`src/rtl/ifetch_pkg.sv`:
```
// Shared core constants and the fetch buffer entry type.
// Imported by the fetch stage and its buffer.
package ifetch_pkg;

   localparam int XLEN = 32;
   localparam logic [XLEN-1:0] RESET_PC_DEF = 32'h0000_0000;
   localparam logic [XLEN-1:0] NOP = 32'h0000_0013;

   typedef struct packed {
      logic [XLEN-1:0] pc;
      logic [XLEN-1:0] instr;
   } fetch_entry_t;

endpackage

```
`src/rtl/ifetch_fetch_fifo.sv`:
```
// Two-entry {pc,instr} buffer between the instruction bus and IF/ID.
// Flush wins over push and pop in the same cycle.
module fetch_fifo
   import ifetch_pkg::*;
(
   input  logic         clk,
   input  logic         rst_n,
   input  logic         push_i,
   input  logic         pop_i,
   input  logic         flush_i,
   input  fetch_entry_t data_i,
   output fetch_entry_t head_o,
   output logic         empty_o,
   output logic         full_o,
   output logic [1:0]   count_o
);

   fetch_entry_t mem_q [2];
   fetch_entry_t mem_d [2];
   logic         rd_ptr_q, rd_ptr_d;
   logic         wr_ptr_q, wr_ptr_d;
   logic [1:0]   count_q, count_d;

   assign head_o  = mem_q[rd_ptr_q];
   assign empty_o = (count_q == 2'd0);
   assign full_o  = (count_q == 2'd2);
   assign count_o = count_q;

   always_comb begin
      mem_d    = mem_q;
      rd_ptr_d = rd_ptr_q;
      wr_ptr_d = wr_ptr_q;
      count_d  = count_q;
      if (flush_i) begin
         rd_ptr_d = 1'b0;
         wr_ptr_d = 1'b0;
         count_d  = 2'd0;
      end else begin
         if (push_i) begin
            mem_d[wr_ptr_q] = data_i;
            wr_ptr_d        = ~wr_ptr_q;
         end
         if (pop_i) rd_ptr_d = ~rd_ptr_q;
         count_d = count_q + {1'b0, push_i} - {1'b0, pop_i};
      end
   end

   always_ff @(posedge clk or negedge rst_n) begin
      if (!rst_n) begin
         mem_q[0] <= '0;
         mem_q[1] <= '0;
         rd_ptr_q <= 1'b0;
         wr_ptr_q <= 1'b0;
         count_q  <= 2'd0;
      end else begin
         assert (flush_i || !(push_i && full_o && !pop_i));
         assert (flush_i || !(pop_i && empty_o));
         mem_q    <= mem_d;
         rd_ptr_q <= rd_ptr_d;
         wr_ptr_q <= wr_ptr_d;
         count_q  <= count_d;
      end
   end

endmodule

```
`src/rtl/ifetch.sv`:
```
// Instruction fetch stage: credit-limited bus requests, in-flight PC
// tracking, redirect discard and a registered two-entry output buffer.
module ifetch
   import ifetch_pkg::*;
#(
   parameter logic [XLEN-1:0] RESET_PC   = RESET_PC_DEF,
   parameter int              FIFO_DEPTH = 2
) (
   input  logic            clk,
   input  logic            rst_n,
   input  logic            jump_i,
   input  logic [XLEN-1:0] jump_addr_i,
   input  logic            hold_i,
   output logic            ibus_req_o,
   output logic [XLEN-1:0] ibus_addr_o,
   input  logic            ibus_gnt_i,
   input  logic            ibus_rvalid_i,
   input  logic [XLEN-1:0] ibus_rdata_i,
   output logic [XLEN-1:0] instr_o,
   output logic [XLEN-1:0] pc_o,
   output logic            instr_valid_o
);

   logic [XLEN-1:0] pc_q, pc_d;
   logic [1:0]      out_q, out_d;
   logic [1:0]      disc_q, disc_d;
   logic [XLEN-1:0] shq_q [2];
   logic [XLEN-1:0] shq_d [2];

   logic         granted;
   logic         push;
   logic         pop;
   logic         shq_idx;
   logic [2:0]   credit;
   fetch_entry_t head;
   fetch_entry_t entry;
   logic         empty;
   logic         full;
   logic [1:0]   count;

   assign credit      = {1'b0, out_q} + {1'b0, count};
   assign ibus_req_o  = !full && (credit < 3'(FIFO_DEPTH));
   assign ibus_addr_o = pc_q;
   assign granted     = ibus_req_o && ibus_gnt_i;

   assign push        = ibus_rvalid_i && (disc_q == 2'd0) && !jump_i;
   assign pop         = instr_valid_o && !hold_i;
   assign entry.pc    = shq_q[0];
   assign entry.instr = ibus_rdata_i;

   // A grant needs credit, so at most one request is left after a pop.
   assign shq_idx = ibus_rvalid_i ? 1'b0 : out_q[0];

   always_comb begin
      pc_d = pc_q;
      if (jump_i) pc_d = jump_addr_i;
      else if (granted) pc_d = pc_q + 32'd4;

      out_d = out_q + {1'b0, granted} - {1'b0, ibus_rvalid_i};

      shq_d = shq_q;
      if (ibus_rvalid_i) shq_d[0] = shq_q[1];
      if (granted) shq_d[shq_idx] = pc_q;

      disc_d = disc_q;
      if (jump_i) disc_d = out_d;
      else if (ibus_rvalid_i && disc_q != 2'd0) disc_d = disc_q - 2'd1;
   end

   always_ff @(posedge clk or negedge rst_n) begin
      if (!rst_n) begin
         pc_q     <= RESET_PC;
         out_q    <= 2'd0;
         disc_q   <= 2'd0;
         shq_q[0] <= '0;
         shq_q[1] <= '0;
      end else begin
         assert (!(ibus_rvalid_i && out_q == 2'd0));
         pc_q   <= pc_d;
         out_q  <= out_d;
         disc_q <= disc_d;
         shq_q  <= shq_d;
      end
   end

   fetch_fifo u_fifo (
      .clk     (clk),
      .rst_n   (rst_n),
      .push_i  (push),
      .pop_i   (pop),
      .flush_i (jump_i),
      .data_i  (entry),
      .head_o  (head),
      .empty_o (empty),
      .full_o  (full),
      .count_o (count)
   );

   assign instr_valid_o = !empty;
   assign instr_o       = empty ? NOP : head.instr;
   assign pc_o          = empty ? '0 : head.pc;

endmodule

```
`config.mk`:
```
export PLATFORM = sky130hd
export DESIGN_NAME = ifetch
export DESIGN_NICKNAME = d
export VERILOG_FILES = /design/src/rtl/ifetch_pkg.sv /design/src/rtl/ifetch_fetch_fifo.sv /design/src/rtl/ifetch.sv
export SDC_FILE = /design/constraint.sdc
export NUM_CORES = 1
export LEC_CHECK = 0
export ABC_AREA = 1
export BUFFER_PORTS_ARGS = -buffer_cell sky130_fd_sc_hd__clkbuf_2
export CAP_MARGIN = 20
export CORE_MARGIN = 2
export CORE_UTILIZATION = 61
export CTS_CLUSTER_DIAMETER = 60
export CTS_CLUSTER_SIZE = 20
export DETAILED_ROUTE_END_ITERATION = 8
export GPL_TIMING_DRIVEN = 0
export PLACE_DENSITY_LB_ADDON = 0.08
export SYNTH_ARGS = -nofsm -noshare
export SYNTH_HDL_FRONTEND = slang
export SYNTH_SLANG_ARGS = --single-unit
```
`constraint.sdc`:
```
create_clock -name clk -period 4.4 [get_ports clk]
set_input_delay 0.22 -clock clk [delete_from_list [all_inputs] [get_ports clk]]
set_output_delay 0.22 -clock clk [all_outputs]
set_load 0.02 [all_outputs]
```
* Yosys cells after proc, flatten, opt, wreduce, memory -nomap -nowiden
Cells that the tools add are included.
** Cells by class
- Magnitude comparators :: 6
- Reductions and logical operators :: 20
- Bitwise operators :: 6
- Muxes and demuxes :: 23
- Add/sub/neg operators :: 7
- Eq/ne operators :: 1
** Operators with widths (count)
- 2-to-1 mux 64 bit :: 5
- 2-to-1 mux 32 bit :: 6
- bitwise mux 128 bit :: 1
- bitwise mux 64 bit :: 1
- demux 64 bit (select 1 bit) :: 1
- adder 32 x 3 -> 32 bit, second input constant :: 1
- demux 32 bit (select 1 bit) :: 1
- nonzero test 2 bit :: 5
- logical AND 1 bit :: 8
- greater-or-equal comparator 2 bit, second input constant :: 3
- 2-to-1 mux 2 bit :: 3
- inverter 1 -> 2 bit :: 3
- 2-to-1 mux 1 bit :: 5
- adder 2 x 1 -> 2 bit :: 2
- zero test 1 bit :: 4
- zero test 2 bit :: 2
- less-than comparator 2 x 1 -> 1 bit, second input constant :: 2
- subtractor 2 x 1 -> 2 bit :: 2
- adder 2 x 2 -> 3 bit :: 1
- less-than comparator 3 x 2 -> 1 bit, second input constant :: 1
- inverter 1 bit :: 3
- == test 2 bit, second input constant :: 1
- AND reduction 2 bit :: 1
- subtractor 2 x 1 -> 2 bit, second input constant :: 1
** Storage, ports and cells
- Register bits :: 232
- Input bits :: 70
- Output and inout bits :: 98
- Word-level logic and storage cells :: 75

* Depth between registers and ports, before layout
- Depth in word-level cells :: 8
- Depth in mapped cells :: 12
- Mapped depth without buffers :: 12

* Modules after synthesis
Synthesis repeated with hierarchy kept, for this count alone.
** Second synthesis, totals
- Cell total of the unflattened synthesis :: 1387
- Area total of the unflattened synthesis :: 11795.1 µm²
** By module, submodules not included
- fetch_fifo :: times used 1, sequential area each 3303.2 µm², cells an instance 575, area an instance 6074.6 µm²
- ifetch :: times used 1, sequential area each 2502.4 µm², cells an instance 812, area an instance 5720.5 µm²

* Worst setup path after synthesis
OpenSTA, ideal clock, no wires.
- Kind :: reg2reg
- Start point :: register out_q[0]
- End point :: register disc_q[1]
- Stages on the path, launching flop included :: 13
- Buffers on the path :: 0
- Required time :: 4.335 ns
- Path slack :: 2.222 ns
- Clock period less this slack :: 2.178 ns
- Data arrival time :: 2.113 ns
- Library setup time :: 0.065 ns
- Path through :: dfrtp_1 -> nand2_1 -> inv_1 -> fa_1 -> nor2_1 -> nand3_2 -> ha_1 -> inv_1 -> ha_1 -> xnor2_1 -> xnor2_1 -> nand2_1 -> nand2_1
** Between the ends
- Word-level cells in the longest chain between the ends :: 7
** RTL lines
- from (decl) :: RTL line ifetch.sv:25 : logic [1:0] out_q, out_d;
- from (signal assigned) :: RTL line ifetch.sv:80 : out_q <= out_d;
- adder 2 x 2 -> 3 bit :: RTL line ifetch.sv:41 : assign credit = {1'b0, out_q} + {1'b0, count};
- less-than comparator 3 x 2 -> 1 bit :: RTL line ifetch.sv:42 : assign ibus_req_o = !full && (credit < 3'(FIFO_DEPTH));
- logical AND 1 bit :: RTL line ifetch.sv:42
- logical AND 1 bit :: RTL line ifetch.sv:44 : assign granted = ibus_req_o && ibus_gnt_i;
- adder 2 x 1 -> 2 bit (*) :: RTL line ifetch.sv:59 : out_d = out_q + {1'b0, granted} - {1'b0, ibus_rvalid_i};
- subtractor 2 x 1 -> 2 bit (*) :: RTL line ifetch.sv:59
- via out_d[1] :: RTL line ifetch.sv:25
- 2-to-1 mux 2 bit (*) :: RTL line ifetch.sv:66 : if (jump_i) disc_d = out_d;
- to (signal assigned) :: RTL line ifetch.sv:81 : disc_q <= disc_d;
- to (decl) :: RTL line ifetch.sv:26 : logic [1:0] disc_q, disc_d;
The timed path passes the listed nets; every way through them passes the cells marked *.
A chain may end at the register's enable or synchronous reset.

* Worst setup path in the final report
- Start point :: register u_fifo.count_q[1], in the netlist u_fifo.count_o[1]
- End point :: output port instr_o[2]
** Between the ends
- Word-level cells in the longest chain between the ends :: 2
** RTL lines
- from (decl) :: RTL line ifetch_fetch_fifo.sv:22 : logic [1:0] count_q, count_d;
- from (signal assigned) :: RTL line ifetch_fetch_fifo.sv:61 : count_q <= count_d;
- zero test 2 bit :: RTL line ifetch_fetch_fifo.sv:25 : assign empty_o = (count_q == 2'd0);
- 2-to-1 mux 32 bit :: RTL line ifetch.sv:100 : assign instr_o = empty ? NOP : head.instr;
- to (decl) :: RTL line ifetch.sv:19 : output logic [XLEN-1:0] instr_o,
Every way passes these cells.

==> reports/metrics.yaml <==
outcome: "finished, final reports clean"
hold_path.class: "input pin to flop"
regArea_mm2: 0.005806
grt_pass1_wl_um: 46110
core_area_mm2: 0.01730
place_hpwl_um: 19960
synth_warnings: 0
grt_pass1_vias: 9657
cp.arrival_ns: 2.44
hold_path_end: "u_fifo.mem_q[87]$_DFFE_PN0P_"
finalCriticalPeriod_ns: 2.665
crit_family: "buffers and inverters"
cp-end-kind: "output pin"
clock_latency_ns: 0.49
synth.most_common_cell: "nand2_1"
mappedNetlistNets: 1470
reg2reg_to: "disc_q[1]$_DFFE_PN0P_"
drive_above_1_share_pct: 13.04
first_pass_iters: 5
wl_um: 28750
cp_max_fo: 10
stdcell_count: 1858
die_area_mm2: 0.01878
clock_sinks: 232
vias_per_cell: 5.432
leakage_nw: 6.429
ys.flop_type: "dfrtp_1"
fin_skew_ns: 0.009578
ys_ff_latch: 232
num_rows: 48
synth.top_cell.area_share_pct: 53.77
synth.distinct_cells: 26
cts_tree: "built"
dp_cells: 1787
p_per_area_mw_per_mm2: 654.0
ant_nets: 0
rsz0062_at_grt: "no"
rr_worst_depth: 12
yosysTopAreaCell: "dfrtp_1"
nNetsFinal: 1702
drc: 0
vias: 10093
synth_edf_count: 0
async_flop_share_pct: 100.0
h-tree-depth: 1
start_util_pct: 62.42
rr_startpoint: "out_q[0]$_DFF_PN0_"
grt_use_total_pct: 30.89
slowest_delay_ns: 0.61
clkTransAtPathRegs_ns: 0.08
min_path_cells: 3
crit_type: "flop to output pin"
die_w_um: 137.0
drtIter0Drc: 663
area_growth_pct: 20.07
routedWlPerCell_um: 15.47
slew_headroom_pct: 48.59
max-cap-violations: 0
num_io_pins: 168
synth_commonest_cells: "nand2_1 (497), o21ai_0 (237), dfrtp_1 (232), inv_1 (127), a21oi_1 (74)"
finalHoldViolCount: 0
cp.depth: 4
critPathLaunchType: "flop"
hold_start: "ibus_rdata_i[23]"
cts-resized-gates: 0
ys_seq_area_share_pct: 53.77
stdcell_area_mm2: 0.01296
clock_path_buffers: 3
synthTopCellsByArea: "dfrtp_1 (54%), nand2_1 (17%), o21ai_0 (11%)"
tns_ns: 0
grt_max_degree: 107
r2r_slack_ns: 1.86
setup_viol: 0
postSynthCellCount: 1393
grt_antenna_before_repair: 0
path_buf_inv: 2
root_buffer: "clkbuf_16"
cts_buffers: 17
gr-total-overflow: 0
syn_avg_cell_area_um2: 7.751
ir_drop_mv: 0.3904
path_cells: "nor2_1, clkbuf_1, a21oi_1, clkbuf_2"
io_buffers: 167
chipHeight_um: 137.0
cp.required_ns: 4.18
slew_violations: 0
diodes: 0
multi_input_area_mm2: 0.004205
fill_cells: 1347
period_share_pct: 60.56
timing.fmax_ghz: 0.3753
slowest_stage: "nor2_1"
dpl_cell_area_mm2: 0.01198
mappedNetlistArea_mm2: 0.01080
tightest_slew_ns: 0.7684
place.gp.congestion: 0.9055
==> how the worst max path moves through the flow <==
stage,start,to,slack [ns]
final,u_fifo.count_o[1]$_DFF_PN0_,instr_o[2],1.74
after global routing,u_fifo.count_o[1]$_DFF_PN0_,instr_o[2],1.67
after CTS,u_fifo.rd_ptr_q$_DFFE_PN0P_,pc_o[18],1.79
after detailed placement,out_q[0]$_DFF_PN0_,disc_q[1]$_DFFE_PN0P_,1.89
after global placement,rst_n,ibus_addr_o[25]$_DFFE_PN0P_,-1.37
after floorplan,out_q[0]$_DFF_PN0_,disc_q[1]$_DFFE_PN0P_,2.22
==> flip-flops by register name, indices dropped and copies added, names as in the netlist <==
name and flops:
u_fifo.rd_ptr_q 1, entry 32, disc_q 2, u_fifo.wr_ptr_q 1, out_q 2, ibus_addr_o 32
u_fifo.mem_q 128, u_fifo.count_o 2, shq_q 32
==> placed cells by master, fill, tap and decap left out, types with 2 or more instances in the layout <==
| cell type | synthesis | routed |
|---|---|---|
| buf_1 | 4 | 4 |
| inv_1 | 127 | 127 |
| clkinv_8 | 0 | 2 |
| o211ai_1 | 3 | 3 |
| ha_1 | 6 | 6 |
| nor2_2 | 3 | 3 |
| clkbuf_8 | 0 | 3 |
| clkbuf_1 | 57 | 59 |
| buf_2 | 13 | 13 |
| nand2_1 | 497 | 497 |
| o21ai_1 | 3 | 3 |
| a21oi_1 | 74 | 74 |
| nand3_1 | 56 | 56 |
| clkbuf_2 | 0 | 166 |
| dfrtp_1 | 232 | 232 |
| nor2_1 | 60 | 60 |
| clkbuf_16 | 0 | 17 |
| xor2_1 | 4 | 4 |
| o21ai_0 | 237 | 237 |
| clkinv_1 | 3 | 3 |
| and2_1 | 2 | 2 |
| xnor2_1 | 4 | 4 |
| buf_16 | 0 | 2 |
| dlygate4sd3_1 | 0 | 44 |
==> where the power goes <==
| group | leakage [nW] | internal (W) | switching, W |
|---|---|---|---|
| combinational | 3.20 | 0.00105 | 0.00222 |
| clock | 0.267 | 0.000820 | 0.000775 |
| sequential | 2.96 | 0.00302 | 0.000586 |
| total | 6.43 | 0.00489 | 0.00359 |
==> worst reg2reg max path, delay by kind of cell (launching register included) <==
kind	cells	cell delay, ns
fa+ha+maj	3	0.97
simple gates	5	0.69
flops	1	0.42
xor+xnor	2	0.33
buf+inv	2	0.09
==> layer usage <==
| metal | part of all wire, % | routed length (um) | vias to the layer above | GRT usage, % |
|---|---|---|---|---|
| met1 | 42 | 12170 | 4788 | 40.75 |
| met4 | 3.2 | 909 | 0 | 10.77 |
| met3 | 6.9 | 1982 | 62 | 4.556 |
| met5 | 0 | 0 | - | 0 |
| li1 | - | - | 4881 | - |
| met2 | 48 | 13690 | 362 | 52.38 |
==> kinds of logic after synthesis <==
group / Yosys count / synth area share, %
flip-flops: 232 / 53.77
adder cells (fa/ha/maj): 7 / 0.8807
AND/OR/NAND/NOR: 621 / 22.45
AO/OA/AOI/OAI: 320 / 14.97
XOR/XNOR: 8 / 0.6489
buffers and inverters: 205 / 7.278
==> repair_timing <==
item	CTS	global route
buffers inserted	0	0
setup endpoints to repair	0	0
hold buffers	44	0
hold endpoints to repair	85	0
==> layout make-up <==
class	instances	area share, %
plain buffers	74	2.268
clock buffers	21	3.552
clock inverters	6	0.6563
inverters	131	3.793
multi-input cells	956	32.44
flip-flops and latches	232	44.78
well taps	225	2.172
repair buffers	213	10.34
==> through the flow <==
step / total power (W) / hold WS (ns) / util [%] / worst slack (ns)
after detailed placement: 0.006821 / 0.1331 / 69.25 / 1.887
after global routing: 0.009074 / 0.009099 / 74.95 / 1.670
final: 0.008478 / 0.01224 / 74.95 / 1.735
after floorplan: 0.005692 / -0.07559 / - / 2.222
after CTS: 0.008450 / 0.004142 / 74.95 / 1.787
after global placement: 0.006685 / 0.4274 / 68.88 / -1.371
(Power assumes the default switching activity.)
